File: src/rtl/video_timing_gen.sv
// Programmable video timing and test-pattern generator in the pixel clock domain.
// Config goes to a shadow set on cfg_valid and swaps into the active set at the frame boundary.
module video_timing_gen #(
    parameter int          H_W        = 12,
    parameter int          V_W        = 12,
    parameter int unsigned H_ACTIVE_D = 1920,
    parameter int unsigned H_FP_D     = 88,
    parameter int unsigned H_SYNC_D   = 44,
    parameter int unsigned H_BP_D     = 148,
    parameter int unsigned V_ACTIVE_D = 1080,
    parameter int unsigned V_FP_D     = 4,
    parameter int unsigned V_SYNC_D   = 5,
    parameter int unsigned V_BP_D     = 36,
    parameter bit          H_POS_D    = 1'b1,
    parameter bit          V_POS_D    = 1'b1
) (
    input  logic           vo_clk,
    input  logic           vo_reset,
    input  logic           cfg_valid,
    input  logic [H_W-1:0] cfg_h_active,
    input  logic [H_W-1:0] cfg_h_fp,
    input  logic [H_W-1:0] cfg_h_sync,
    input  logic [H_W-1:0] cfg_h_bp,
    input  logic [V_W-1:0] cfg_v_active,
    input  logic [V_W-1:0] cfg_v_fp,
    input  logic [V_W-1:0] cfg_v_sync,
    input  logic [V_W-1:0] cfg_v_bp,
    input  logic           cfg_h_pos,
    input  logic           cfg_v_pos,
    input  logic [1:0]     pat_mode,
    input  logic [23:0]    pat_solid,
    output logic           cfg_pending,
    output logic           cfg_err,
    output logic           vo_hsync,
    output logic           vo_vsync,
    output logic           vo_blank_,
    output logic [7:0]     vo_r,
    output logic [7:0]     vo_g,
    output logic [7:0]     vo_b,
    output logic           vo_sof,
    output logic           vo_sol
);

    typedef struct packed {
        logic [H_W-1:0] ha, hfp, hs, hbp;
        logic [V_W-1:0] va, vfp, vs, vbp;
        logic           hpos, vpos;
    } timing_t;

    localparam timing_t DEF = '{
        ha: H_W'(H_ACTIVE_D), hfp: H_W'(H_FP_D), hs: H_W'(H_SYNC_D), hbp: H_W'(H_BP_D),
        va: V_W'(V_ACTIVE_D), vfp: V_W'(V_FP_D), vs: V_W'(V_SYNC_D), vbp: V_W'(V_BP_D),
        hpos: H_POS_D, vpos: V_POS_D};

    timing_t        act, pnd, cfg_in;
    logic           pend;
    logic [H_W-1:0] col;
    logic [V_W-1:0] line;
    logic [H_W+1:0] cfg_htot;
    logic [V_W+1:0] cfg_vtot;
    logic           cfg_ok, accept;
    logic [H_W-1:0] h_last;
    logic [V_W-1:0] v_last;
    logic           col_end, frame_end;
    logic [H_W-1:0] bar_w, bar_c;
    logic [2:0]     bar_i;
    logic [H_W+1:0] hs_start, hs_stop;
    logic [V_W+1:0] vs_start, vs_stop;
    logic           blank, hs_raw, vs_raw;
    logic [23:0]    pix;

    assign cfg_in = '{
        ha: cfg_h_active, hfp: cfg_h_fp, hs: cfg_h_sync, hbp: cfg_h_bp,
        va: cfg_v_active, vfp: cfg_v_fp, vs: cfg_v_sync, vbp: cfg_v_bp,
        hpos: cfg_h_pos, vpos: cfg_v_pos};

    // Totals are two bits wider so an oversize frame is caught rather than wrapped.
    assign cfg_htot = {2'b00, cfg_h_active} + {2'b00, cfg_h_fp} + {2'b00, cfg_h_sync} + {2'b00, cfg_h_bp};
    assign cfg_vtot = {2'b00, cfg_v_active} + {2'b00, cfg_v_fp} + {2'b00, cfg_v_sync} + {2'b00, cfg_v_bp};
    assign cfg_ok   = (cfg_h_active != '0) && (cfg_h_fp != '0) && (cfg_h_sync != '0) && (cfg_h_bp != '0) &&
                      (cfg_v_active != '0) && (cfg_v_fp != '0) && (cfg_v_sync != '0) && (cfg_v_bp != '0) &&
                      (cfg_htot[H_W+1:H_W] == 2'b00) && (cfg_vtot[V_W+1:V_W] == 2'b00);
    assign accept   = cfg_valid && cfg_ok;

    assign h_last    = act.ha + act.hfp + act.hs + act.hbp - H_W'(1);
    assign v_last    = act.va + act.vfp + act.vs + act.vbp - V_W'(1);
    assign col_end   = (col == h_last);
    assign frame_end = col_end && (line == v_last);
    assign cfg_pending = pend;

    always_ff @(posedge vo_clk or posedge vo_reset) begin
        if (vo_reset) begin
            act     <= DEF;
            pnd     <= DEF;
            pend    <= 1'b0;
            cfg_err <= 1'b0;
        end else begin
            cfg_err <= cfg_valid && !cfg_ok;
            if (accept)
                pnd <= cfg_in;
            // An accept landing on the boundary cycle bypasses the shadow set.
            if (frame_end && (pend || accept)) begin
                act  <= accept ? cfg_in : pnd;
                pend <= 1'b0;
            end else if (accept) begin
                pend <= 1'b1;
            end
        end
    end

    always_ff @(posedge vo_clk or posedge vo_reset) begin
        if (vo_reset) begin
            col  <= '0;
            line <= '0;
        end else if (frame_end) begin
            col  <= '0;
            line <= '0;
        end else if (col_end) begin
            col  <= '0;
            line <= line + V_W'(1);
        end else begin
            col  <= col + H_W'(1);
        end
    end

    // Bar index tracks col / (ha>>3), clamped at 7, without a divider.
    assign bar_w = act.ha >> 3;

    always_ff @(posedge vo_clk or posedge vo_reset) begin
        if (vo_reset) begin
            bar_i <= '0;
            bar_c <= '0;
        end else if (col_end) begin
            bar_i <= '0;
            bar_c <= '0;
        end else if (bar_w != '0) begin
            if (bar_c == bar_w - H_W'(1)) begin
                bar_c <= '0;
                if (bar_i != 3'd7)
                    bar_i <= bar_i + 3'd1;
            end else begin
                bar_c <= bar_c + H_W'(1);
            end
        end
    end

    assign hs_start = {2'b00, act.ha} + {2'b00, act.hfp};
    assign hs_stop  = hs_start + {2'b00, act.hs};
    assign vs_start = {2'b00, act.va} + {2'b00, act.vfp};
    assign vs_stop  = vs_start + {2'b00, act.vs};
    assign hs_raw   = ({2'b00, col} >= hs_start) && ({2'b00, col} < hs_stop);
    assign vs_raw   = ({2'b00, line} >= vs_start) && ({2'b00, line} < vs_stop);
    assign blank    = (col >= act.ha) || (line >= act.va);

    always_comb begin
        pix = '0;
        case (pat_mode)
            2'd0:    pix = '0;
            2'd1:    pix = {8'hFF, line[4:0], 3'b000, col[4:0], 3'b000};
            2'd2:    pix = {{8{~bar_i[1]}}, {8{~bar_i[2]}}, {8{~bar_i[0]}}};
            default: pix = pat_solid;
        endcase
    end

    always_ff @(posedge vo_clk or posedge vo_reset) begin
        if (vo_reset) begin
            vo_hsync  <= ~H_POS_D;
            vo_vsync  <= ~V_POS_D;
            vo_blank_ <= 1'b0;
            vo_r      <= '0;
            vo_g      <= '0;
            vo_b      <= '0;
            vo_sof    <= 1'b0;
            vo_sol    <= 1'b0;
        end else begin
            vo_hsync           <= ~(hs_raw ^ act.hpos);
            vo_vsync           <= ~(vs_raw ^ act.vpos);
            vo_blank_          <= ~blank;
            {vo_r, vo_g, vo_b} <= blank ? 24'h0 : pix;
            vo_sof             <= (col == '0) && (line == '0);
            vo_sol             <= (col == '0) && (line < act.va);
        end
    end

endmodule

File: config.mk
export PLATFORM = sky130hd
export DESIGN_NAME = video_timing_gen
export DESIGN_NICKNAME = d
export VERILOG_FILES = /design/src/rtl/video_timing_gen.sv
export SDC_FILE = /design/constraint.sdc
export NUM_CORES = 1
export LEC_CHECK = 0
export CAP_MARGIN = 20
export CORE_ASPECT_RATIO = 1.4
export CORE_MARGIN = 3
export CORE_UTILIZATION = 45
export CTS_CLUSTER_DIAMETER = 200
export DETAILED_ROUTE_END_ITERATION = 8
export GPL_TIMING_DRIVEN = 0
export HOLD_SLACK_MARGIN = 0.06
export PLACE_DENSITY = 0.65
export SLEW_MARGIN = 20
export SYNTH_ARGS = -nofsm -noshare
export SYNTH_HDL_FRONTEND = slang
export SYNTH_SLANG_ARGS = --single-unit
File: constraint.sdc
create_clock -name vo_clk -period 21.5 [get_ports vo_clk]
set_input_delay 5.375 -clock vo_clk [delete_from_list [all_inputs] [get_ports vo_clk]]
set_output_delay 5.375 -clock vo_clk [all_outputs]
set_load 0.005 [all_outputs]
# Word level (Yosys, flattened, before mapping)
# Cells that the tools add are included.
[classes] n_addsub=23 order_cmp=7 eq_ne=6 mux=16 n_bitwise=8 reduce_logical=40
[op_table] cell="$reduce_bool 12->1" count=9
[op_table] cell="$mux 98" count=1
[op_table] cell="$mux 12" count=7
[op_table] cell="$add 12x12->12" count=6
[op_table] cell="$pmux 24 s3" count=1
[op_table] cell="$add 13x12->14" count=4
[op_table] cell="$add 12x12->13" count=4
[op_table] cell="$add 12x1->12 const B" count=3
[op_table] cell="$eq 12x12->1" count=3
[op_table] cell="$add 14x12->14" count=2
[op_table] cell="$lt 12x14->1" count=2
[op_table] cell="$ge 12x13->1" count=2
[op_table] cell="$ge 12x12->1" count=2
[op_table] cell="$logic_not 12->1" count=2
[op_table] cell="$mux 24" count=1
[op_table] cell="$sub 12x1->12 const B" count=2
[op_table] cell="$logic_and 1x1->1" count=17
[op_table] cell="$lt 12x12->1" count=1
[op_table] cell="$mux 3" count=4
[op_table] cell="$reduce_bool 2->1" count=5
[op_table] cell="$sub 9x1->10 const B" count=1
[op_table] cell="$logic_not 2->1" count=3
[op_table] cell="$not 1->1" count=6
[op_table] cell="$add 3x1->3 const B" count=1
[op_table] cell="other kinds (8)" count=11
[word_totals] register_bits=266 in_bits=127 output_inout_bits=31 word_cells=134

# Depth between registers and ports, before layout
# Gate-level depths: netlist of the first run.
[logic_depth] depth_word=14 ltp_mapped=22 depth_no_buf=22

# Worst setup path after synthesis of the first run
# OpenSTA, ideal clock, no wires.
[synth_timing] kind="input -> register" from="input port cfg_v_active[6]" to="register act[92] (netlist name)" setup_ns=0.127 t_arrival_ns=9.220 required_ns=21.373 path_slack_ns=12.152 path_stages=14 n_path_buf=3 path_cell_list="fa_1 > fa_1 > ha_1 > a21oi_1 > o21ai_0 > a22oi_1 > nor4b_1 > o21ai_0 > nand3_1 > clkbuf_1 > clkbuf_1 > buf_1 > mux2_2 > mux2_1"
[synth_via] elab_chain_cells=10 elab_cells_between_ends=15 classes_between="add/sub (3); mux (1); reduce/logical (11)"
[synth_lines] item="start, declared" line_no="24" text="input logic [V_W-1:0] cfg_v_active,"
[synth_lines] item="branches (longest 6 deep; another with $add 13x12->14)"
[synth_lines] item="$logic_and 1x1->1 *" line_no="82" text="(cfg_htot[H_W+1:H_W] == 2'b00) && (cfg_vtot[V_W+1:V_W] == 2'b00);"
[synth_lines] item="$logic_and 1x1->1 *" line_no="83" text="assign accept = cfg_valid && cfg_ok;"
[synth_lines] item="$logic_or 1x1->1" line_no="102" text="if (frame_end && (pend || accept)) begin"
[synth_lines] item="$logic_and 1x1->1" line_no="102"
[synth_lines] item="end signal, assigned" line_no="103" text="act <= accept ? cfg_in : pnd;"
[synth_lines] item="end, declared" line_no="55" text="timing_t act, pnd, cfg_in;"
# Mark *: on every way between the ends.
# A chain may end at the register's enable or synchronous reset.

# Worst setup path after layout of the first run
[layout_timing] from="input port cfg_v_fp[3]" to="register act[92] (netlist name)"
[layout_via] elab_chain_cells=9 elab_cells_between_ends=14 classes_between="add/sub (3); mux (1); reduce/logical (10)"
[layout_lines] item="start, declared" line_no="25" text="input logic [V_W-1:0] cfg_v_fp,"
[layout_lines] item="branches (longest 5 deep; another with $add 13x12->14)"
[layout_lines] item="$logic_and 1x1->1 *" line_no="82"
[layout_lines] item="$logic_and 1x1->1 *" line_no="83"
[layout_lines] item="$logic_or 1x1->1" line_no="102"
[layout_lines] item="$logic_and 1x1->1" line_no="102"
# Marked as above.

==> run metrics, run 1 <==
r2r setup slk=approximately 16000 ps; Final Max Slew Viols=0; final hold vios=0; clock power share=26.6%; Seq pwr share=34.8%; Hold-fix buffers, CTS=0; RSZ-0062 raised after global routing=false; Via-to-Cell Ratio=5.47; Avg Synthesized Cell Area=10.6 um^2; Ys Warns=0; Longest Clk Path Bufs=3; crit-path cells=clkdlybuf4s50_1 > inv_1 > fa_1 > fa_1 > inv_1 > ha_1 > nor3_1 > a211oi_1 > a22oi_1 > nor4b_1 > o21ai_0 > nand3_1 > clkbuf_1 > clkbuf_1 > buf_1 > mux2_2 > mux2_1; R2R depth=17; area of the multi-input gates=11300 um^2; Sw Ratio=33.9%; Top delay family on crit path=buffers and inverters; nature of the critical path endpoint=register; hold endpoint=pnd[58]$_DFF_PP0_; Initial Util=45.9%; Finish-stage setup viols=0; Hold Crit Class=reg2reg; die area=44900 um^2; worst flop-to-flop path endpoint=act[13]$_DFFE_PP0P_; Avg WL per Cell=20.0 um; Worst Path Required=21960 ps; DIE HEIGHT=250 um; Area Overhead vs Synth=17.3%; gpl congestion=0.921; critical setup path kind=in2reg; fin nets=2405; Finished Layout Cells=about 2500; Clk Latency, worst-skew pair=590 ps; biggest cell delay along the critical path=690 ps; post-DP HPWL=around 40 mm; placed insts=2497; top cells by area, synth=dfrtp_1, ha_1, mux2_2; grt ovf=0; commonest cells after routing, fill and taps aside=inv_1, dfrtp_1, ha_1; Post-synth EDFFs=0; fraction of layout cells with a size suffix above 1=around 15%; asr flop ratio synth=100%; Fillers=~3600; Netlist Area Pre-Place=19100 um^2; status=finished, final reports clean; hold path depth=1; final worst path period share=49.3%; Final WS setup=10900 ps; Total Wirelength=around 50 mm; boundary pin count=158; ANT cells=0; clock tree sinks=266; Yosys cell types=between 60 and 70; cts repair resizes=0; initial antenna violation count=0; GRT Total Usage=around 23%; Max VDD drop=0.0780 mV; Max Freq=94.3 MHz; Reg2Reg Launch Point=act[63]$_DFFE_PP0P_; skew final=46.8 ps; Synth Instances=1799; Power Dens Cells=86.6 nW/um^2; via count=13950; Tot Pwr=1940 uW; largest net degree at the start of global routing=roughly 110; max_slew headroom=43.9%; Worst Path Buf+Inv=6; Rows=around 90; first-pass GRT wire length=80.8 mm; number of post-CTS setup repair buffers=0; Hold WS=492 ps; TritonCTS Buffers=28; crit path time final=between 10000 and 15000 ps; Leak Pwr=0.0103 uW; core area=about 42000 um^2; Max Cap Viol=0; CP Launch Type=input pin; sequential share of the synthesized area=35.2%; Chip Width=roughly 180 um; clk root buf=clkbuf_16; Net Count, Synth=about 2200; #FFs+latches synth=around 270; post-synth top area share=28.6%; Psw=roughly 660 uW; DR pass1 iterations=4; CTS clk-pin slew, worst paths=60 ps; Comb pwr share=38.6%; largest area contributor in the netlist=dfrtp_1; H-tree levels=1; Setup TNS Final=0 ps; Worst Max-Slew Pin Slew=835 ps; CP max-delay cell=clkbuf_1; worst min-delay path startpoint=pnd[58]$_DFF_PP0_; vias in the first global route=14872; Worst Path Arrival=around 11000 ps; DP Worst Slack=~10000 ps; Iteration-0 DRC Markers=667; DRC Markers=0; largest fanout on the critical path=10; most common cell after layout, fill and taps aside=inv_1; IO Port Bufs=155; storage element area=6720 um^2; Main synth FF type=dfrtp_1; Cell Int Power=between 1000 and 1500 uW; CTS tree=built; Final ANT Viol Nets=0
==> layout make-up <==
class | count | share of cell area [%]
multi-input combinational | 1259 | 50.5
timing repair buffer | 158 | 7.22
sequential | 266 | 30.0
clock buffer | 42 | 3.73
clock inverter | 10 | 0.716
buffer | 45 | 0.884
tap | 540 | 3.02
inverter | 229 | 3.88
==> metal layers <==
metal	vias to the layer above	part of all wire, %	track usage (%)
met5	-	0	0
met4	0	4.2	8.89
met3	105	2.8	2.16
met2	286	55	43.9
met1	6967	38	24.8
li1	6592	-	-
==> sequential cells by signal, indices dropped and copies added, names as in the netlist, 3 cells and up <==
name   flops
act       98
pnd       98
bar_c     12
col       12
line      12
vo_b       8
vo_g       8
vo_r       8
bar_i      3
==> worst reg2reg max path, delay by kind of cell, from the launching register on <==
kind	cells	cell delay [ps]
adder cells (fa/ha/maj)	5	2010
buffers and inverters	4	680
multiplexers	1	350
AO/OA/AOI/OAI	3	1180
XOR/XNOR	1	110
AND/OR/NAND/NOR	3	1050
flip-flops	1	410
==> synthesized netlist by cell type, types with 6 or more instances <==
cell type and count:
inv_1 229, dfrtp_1 218, ha_1 199, mux2_2 193, a21oi_1 102, fa_1 92
nand2_1 85, xnor2_1 79, nor2_1 77, o21ai_0 54, dfstp_2 48, xor2_1 48
nand3_1 47, a21o_1 41, nor4_1 35, clkbuf_1 32, nor3_1 28, nand4_1 22
and3_1 12, nand2b_1 11, nor2b_1 11, or3_1 10, buf_2 8, o211ai_1 8
o21a_1 8, a211oi_1 7, a31oi_1 6
==> metrics by stage <==
stage	util, %	instance area [um^2]
4_1_cts	53.9	22400
3_3_place_gp	51.3	21300
6_report	53.9	22400
3_5_place_dp	51.5	21400
5_1_grt	53.9	22400
2_1_floorplan	-	19100
==> power by group through the flow <==
stage / sequential (uW) / clock [uW] / combinational [uW]
global placement: 679 / 0 / 723
floorplan: 662 / 0 / 547
CTS: 673 / 529 / 752
global route: 683 / 549 / 838
finish: 673 / 515 / 747
detailed placement: 682 / 0 / 746
==> logic make-up (layout without fill, tap and decap cells) <==
| group | count (synthesis) | count (layout) | share of synthesized area (%) |
|---|---|---|---|
| DFF | 266 | 266 | 35.2 |
| AOI/OAI and AO/OA | 284 | 284 | 9.58 |
| adders and majority gates | 291 | 291 | 22.7 |
| xor gates and xnor gates | 127 | 127 | 5.84 |
| and+or+nand+nor | 357 | 357 | 9.28 |
| buffers and inverters | 274 | 484 | 5.55 |
| muxes | 200 | 200 | 11.8 |
==> worst max-delay path by stage <==
stage	from	endpoint	slack, ps	depth (start not counted)
floorplan	vo_reset	act[10]$_DFFE_PP0P_	8880	1
finish	cfg_v_fp[3]	act[92]$_DFFE_PP0P_	10900	17
CTS	cfg_v_active[3]	act[92]$_DFFE_PP0P_	10840	17
global placement	vo_reset	vo_r[0]$_DFF_PP0_	5560	2
global route	cfg_v_fp[4]	act[86]$_DFFE_PP0P_	10510	17
detailed placement	cfg_v_active[3]	act[92]$_DFFE_PP0P_	10290	17
Power figures use the tool's default switching activity.
==> inputs of run 2 (changes only) <==
Settings changed: PLACE_DENSITY 0.65 to 0.68.
Clock period 21.5 ns to 8.6 ns, I/O delays scaled along.
==> run metrics, run 2 (synthesized netlist as in run 1, its figures left out) <==
status=finished, final reports clean; Cell Area, Placed=21500 um^2 (+0.66%); Power Dens Cells=218 nW/um^2 (+150%); Max Cap Viol=0 (unchanged); r2r setup slk=2760 ps (-12780 ps); CP max-delay cell=clkbuf_1; final hold vios=0 (unchanged); worst flop-to-flop path endpoint=act[49]$_DFFE_PP0P_; DIE HEIGHT=250 um (unchanged); worst min-delay path startpoint=pnd[60]$_DFF_PP0_; clk root buf=clkbuf_16; area of the multi-input gates=11300 um^2 (unchanged); Worst Path Buf+Inv=6 (unchanged); DR pass1 iterations=5 (+1); nature of the critical path endpoint=register; Area Overhead vs Synth=18.3%; Setup TNS Final=0 ps (unchanged); boundary pin count=158 (unchanged); Finished Cell Area=22600 um^2 (+0.87%); grt ovf=0 (unchanged); hold endpoint=pnd[60]$_DFF_PP0_; first-pass GRT wire length=80.2 mm (-0.83%); Fillers=3623 (+0.42%); Via-to-Cell Ratio=5.51 (+0.71%); DRC Markers=0 (unchanged); TritonCTS Buffers=28 (unchanged); Max VDD drop=0.192 mV (+150%); gpl congestion=0.895 (-2.8%); Reg2Reg Launch Point=act[63]$_DFFE_PP0P_; via count=14088 (+0.99%); final worst path period share=86.1%; Seq pwr share=34.3% (-0.5 points); CTS tree=built; Psw=1650 uW (+150%); Clk Latency, worst-skew pair=580 ps (about the same); hold path depth=1 (unchanged); initial antenna violation count=0 (unchanged); Worst Path Required=9030 ps (-12930 ps); Finish-stage setup viols=0 (unchanged); IO Port Bufs=155 (unchanged); GRT Total Usage=22.2% (-0.26 points); cts repair resizes=0 (unchanged); core area=41500 um^2 (unchanged); die area=44900 um^2 (unchanged); post-DP HPWL=40.9 mm (-0.35%); Final ANT Viol Nets=0 (unchanged); Chip Width=180 um (unchanged); vias in the first global route=14830 (-0.28%); Worst Max-Slew Pin Slew=793 ps (-41.9 ps); Tot Pwr=4910 uW (+150%); Cell Int Power=3250 uW (+150%); Total Wirelength=50.2 mm (-1.4%); commonest cells after routing, fill and taps aside=inv_1, dfrtp_1, ha_1; largest net degree at the start of global routing=37 (-65%); Hold Crit Class=reg2reg; Worst Path Arrival=7840 ps (-3230 ps); Initial Util=45.9% (unchanged); Hold-fix buffers, CTS=0 (unchanged); critical setup path kind=in2reg; Max Freq=135 MHz; ANT cells=0 (unchanged); skew final=45.3 ps (-1.50 ps); Leak Pwr=0.0103 uW (+0.86%); CP Launch Type=input pin; biggest regs=act x98, pnd x98; Final Util=54.3% (+0.47 points); Avg WL per Cell=19.6 um (-1.6%); crit-path cells=clkdlybuf4s50_1 > inv_1 > fa_1 > fa_1 > inv_1 > ha_1 > nor3_1 > a211oi_1 > a22oi_1 > nor4b_1 > o21ai_0 > nand3_1 > clkbuf_1 > clkbuf_1 > buf_1 > mux2_2 > mux2_2; max_slew headroom=46.7% (+2.8 points); H-tree levels=1 (unchanged); crit path time final=about 7400 ps; Final Max Slew Viols=0 (unchanged); RSZ-0062 raised after global routing=false; R2R depth=17 (unchanged); Longest Clk Path Bufs=3 (unchanged); clock power share=27.5% (+0.9 points); biggest cell delay along the critical path=670 ps (-20 ps); CTS clk-pin slew, worst paths=70 ps (about the same); Top delay family on crit path=buffers and inverters; fraction of layout cells with a size suffix above 1=15.9% (+0.49 points); Comb pwr share=38.2% (-0.4 points); Sw Ratio=33.7% (-0.23 points); number of post-CTS setup repair buffers=0 (unchanged); most common cell after layout, fill and taps aside=inv_1; largest fanout on the critical path=10 (unchanged); Iteration-0 DRC Markers=846 (+27%); Rows=88 (unchanged); Hold WS=491 ps (-0.683 ps); fin nets=2412 (+0.29%); storage element area=6720 um^2 (unchanged); clock tree sinks=266 (unchanged)
==> run 2: worst max-delay path by stage <==
stage / from / endpoint / slack, ps / cells after the start
finish: cfg_v_fp[3] / act[88]$_DFFE_PP0P_ / 1190 / 17
global route: cfg_v_active[3] / act[90]$_DFFE_PP0P_ / 790 / 17
CTS: cfg_v_fp[3] / act[88]$_DFFE_PP0P_ / 1200 / 17
detailed placement: cfg_v_sync[3] / act[92]$_DFFE_PP0P_ / 660 / 17
global placement: cfg_v_fp[3] / act[92]$_DFFE_PP0P_ / 660 / 17
floorplan: cfg_v_active[6] / act[92]$_DFFE_PP0P_ / 2480 / 14
==> run 2: final cells by class <==
type	count	area share (%)
multi-input cells	1259	50.1
flip-flops and latches	266	29.8
repair buffers	165	7.80
inverters	229	3.83
clock buffers	33	3.32
well taps	540	3.00
clock inverters	19	1.32
plain buffers	45	0.876
==> run 2: layer usage <==
metal  vias to the layer above  share of wire, %  wire (um)  GRT usage (%)
li1                       6630                 -          -              -
met1                      7005                37      18500           24.7
met2                       329                56      28000           43.6
met3                       124               3.4       1690           2.08
met4                         0               4.1       2060           8.09
met5                         -                 0          0              0
==> run 2: power by group through the flow <==
stage	Sequential (uW)	Combinational (uW)	Clock (uW)
after floorplan	1660	1370	0
after global placement	1700	1790	0
after detailed placement	1700	1860	0
after CTS	1680	1880	1370
after global routing	1710	2090	1430
final	1680	1870	1350
==> run 2: worst reg2reg max path, stage by stage (launching register included) <==
cell       delay [ps]
dfrtp_1           410
inv_1             110
ha_1              290
inv_1              50
fa_1              530
fa_1              430
ha_1              260
fa_1              510
xnor2_1           110
nand3_1           100
a2111o_1          290
a311oi_1          230
nand4_1           340
or3_1             560
a2111oi_4         610
buf_4             320
buf_6             200
mux2_2            350
==> run 2: stage by stage <==
| step | setup WS [ps] | cells |
|---|---|---|
| 2_1_floorplan | 2480 | 1799 |
| 3_3_place_gp | 660 | 2494 |
| 3_5_place_dp | 658 | 2504 |
| 4_1_cts | 1200 | 2556 |
| 5_1_grt | 791 | 2556 |
| 6_report | 1190 | 2556 |
==> inputs of run 3 (changes only) <==
Settings changed: CORE_MARGIN 3 to 5, PLACE_DENSITY 0.68 to 0.67.
==> run metrics, run 3 (synthesized netlist as in run 1, its figures left out) <==
max_slew headroom=46.8% (+0.077 points); clock power share=26.4% (-1.1 points); Comb pwr share=38.7% (+0.5 points); Worst Max-Slew Pin Slew=792 ps (-0.750 ps); fin nets=2411 (-0.041%); skew final=24.2 ps (-21.0 ps); gpl congestion=0.897 (+0.20%); clk root buf=clkbuf_16; H-tree levels=1 (unchanged); crit path time final=7450 ps (+45.1 ps); Power Dens Cells=214 nW/um^2 (-1.5%); Worst Path Buf+Inv=6 (unchanged); Longest Clk Path Bufs=3 (unchanged); ANT cells=0 (unchanged); fraction of layout cells with a size suffix above 1=15.4% (-0.43 points); Max Freq=134 MHz (-0.61%); R2R depth=17 (unchanged); Clk Latency, worst-skew pair=570 ps (about the same); first-pass GRT wire length=79.4 mm (-0.93%); CTS tree=built; Final ANT Viol Nets=0 (unchanged); RSZ-0062 raised after global routing=false; final hold vios=0 (unchanged); largest fanout on the critical path=10 (unchanged); Seq pwr share=34.9% (+0.6 points); DRC Markers=0 (unchanged); biggest cell delay along the critical path=670 ps (about the same); Leak Pwr=0.0103 uW (-0.56%); Reg2Reg Launch Point=act[63]$_DFFE_PP0P_; commonest cells after routing, fill and taps aside=inv_1, dfrtp_1, ha_1; Max VDD drop=0.177 mV (-7.7%); Sw Ratio=33.3% (-0.35 points); post-DP HPWL=41.4 mm (+1.4%); Psw=1600 uW (-2.9%); grt ovf=0 (unchanged); IO Port Bufs=155 (unchanged); Initial Util=45.4% (-0.52 points); Fillers=3716 (+2.6%); core area=42000 um^2 (+1.1%); storage element area=6720 um^2 (unchanged); boundary pin count=158 (unchanged); biggest regs=act x98, pnd x98; crit-path cells=clkdlybuf4s50_1 > inv_1 > fa_1 > fa_1 > inv_1 > ha_1 > nor3_1 > a211oi_1 > a22oi_1 > nor4b_1 > o21ai_0 > nand3_1 > clkbuf_1 > clkbuf_1 > buf_1 > mux2_2 > mux2_1; area of the multi-input gates=11300 um^2 (unchanged); placed insts=2510 (+0.24%); cts repair resizes=0 (unchanged); vias in the first global route=14937 (+0.72%); hold path depth=1 (unchanged); worst flop-to-flop path endpoint=act[13]$_DFFE_PP0P_; Area Overhead vs Synth=17.9%; Worst Path Arrival=7900 ps (+60 ps); largest net degree at the start of global routing=36 (-2.7%); Setup TNS Final=0 ps (unchanged); worst min-delay path startpoint=pnd[25]$_DFF_PP0_; Finished Layout Cells=2560 (+0.16%); Max Cap Viol=0 (unchanged); TritonCTS Buffers=27 (-3.6%); Hold Crit Class=reg2reg; clock tree sinks=266 (unchanged); Chip Width=184 um (+2.2%); nature of the critical path endpoint=register; hold endpoint=pnd[25]$_DFF_PP0_; Hold-fix buffers, CTS=0 (unchanged); critical setup path kind=in2reg; via count=13982 (-0.75%); CTS clk-pin slew, worst paths=60 ps (about the same); r2r setup slk=2590 ps (-170 ps); Iteration-0 DRC Markers=646 (-24%); Final Max Slew Viols=0 (unchanged); CP Launch Type=input pin; Via-to-Cell Ratio=5.46 (-0.91%); Cell Int Power=3210 uW (-1.4%); GRT Total Usage=21.5% (-0.69 points); CP max-delay cell=clkbuf_1; most common cell after layout, fill and taps aside=inv_1; Top delay family on crit path=buffers and inverters; status=finished, final reports clean; Total Wirelength=50.0 mm (-0.43%); DIE HEIGHT=254 um (+1.6%); number of post-CTS setup repair buffers=0 (unchanged); initial antenna violation count=0 (unchanged); Finish-stage setup viols=0 (unchanged); DR pass1 iterations=5 (unchanged); Avg WL per Cell=19.5 um (-0.59%); Rows=89 (+1.1%); Worst Path Required=9050 ps (+20 ps); final worst path period share=86.6% (+0.52 points); die area=46600 um^2 (+3.9%)
-- run 3: worst max-delay path by stage --
stage | start | end | slack [ps] | cells past startpoint
2_1_floorplan | cfg_v_active[6] | act[92]$_DFFE_PP0P_ | 2480 | 14
3_3_place_gp | cfg_v_active[3] | act[92]$_DFFE_PP0P_ | 720 | 17
3_5_place_dp | cfg_v_active[3] | act[92]$_DFFE_PP0P_ | 540 | 17
6_report | cfg_v_sync[3] | act[92]$_DFFE_PP0P_ | 1150 | 17
4_1_cts | cfg_v_active[3] | act[92]$_DFFE_PP0P_ | 1110 | 17
5_1_grt | cfg_v_active[3] | act[90]$_DFFE_PP0P_ | 850 | 17
-- run 3: metal layers --
layer,up-vias,part of all wire [%],GRT usage (%)
met5,-,0,0
met4,0,3.5,7.06
met3,87,3.2,2.28
met2,271,57,43.0
met1,6992,36,23.3
li1,6632,-,-
-- run 3: through the flow --
stage | worst slack (ps) | total power, uW | cell area (um^2) | util [%] | hold WS (ps)
final | 1150 | 4810 | 22500 | 53.5 | 491
after global routing | 852 | 5150 | 22500 | 53.5 | 503
after CTS | 1110 | 4860 | 22500 | 53.5 | 493
after detailed placement | 543 | 3570 | 21500 | 51.2 | 478
after global placement | 720 | 3490 | 21300 | 50.7 | 477
after floorplan | 2480 | 3020 | 19100 | - | 467
-- run 3: worst reg2reg max path: cells and delay by family, from the launching register on --
kind,cells,cell delay (ps)
and+or+nand+nor,3,1080
adders and majority gates,5,2030
AOI/OAI and AO/OA,3,1210
DFF,1,420
buffers and inverters,4,680
muxes,1,350
xor gates and xnor gates,1,120
-- run 3: power groups by stage --
| stage | clock [uW] | sequential, uW | combinational [uW] |
|---|---|---|---|
| floorplan | 0 | 1660 | 1370 |
| global route | 1350 | 1710 | 2090 |
| global placement | 0 | 1700 | 1800 |
| finish | 1270 | 1680 | 1860 |
| CTS | 1300 | 1680 | 1880 |
| detailed placement | 0 | 1700 | 1860 |
-- run 3: cell type report --
class | instances | share of cell area, %
sequential | 266 | 29.9
clock inverter | 10 | 0.880
tap | 546 | 3.04
inverter | 229 | 3.84
multi-input combinational | 1259 | 50.3
clock buffer | 40 | 3.40
buffer | 45 | 0.880
timing repair buffer | 165 | 7.76
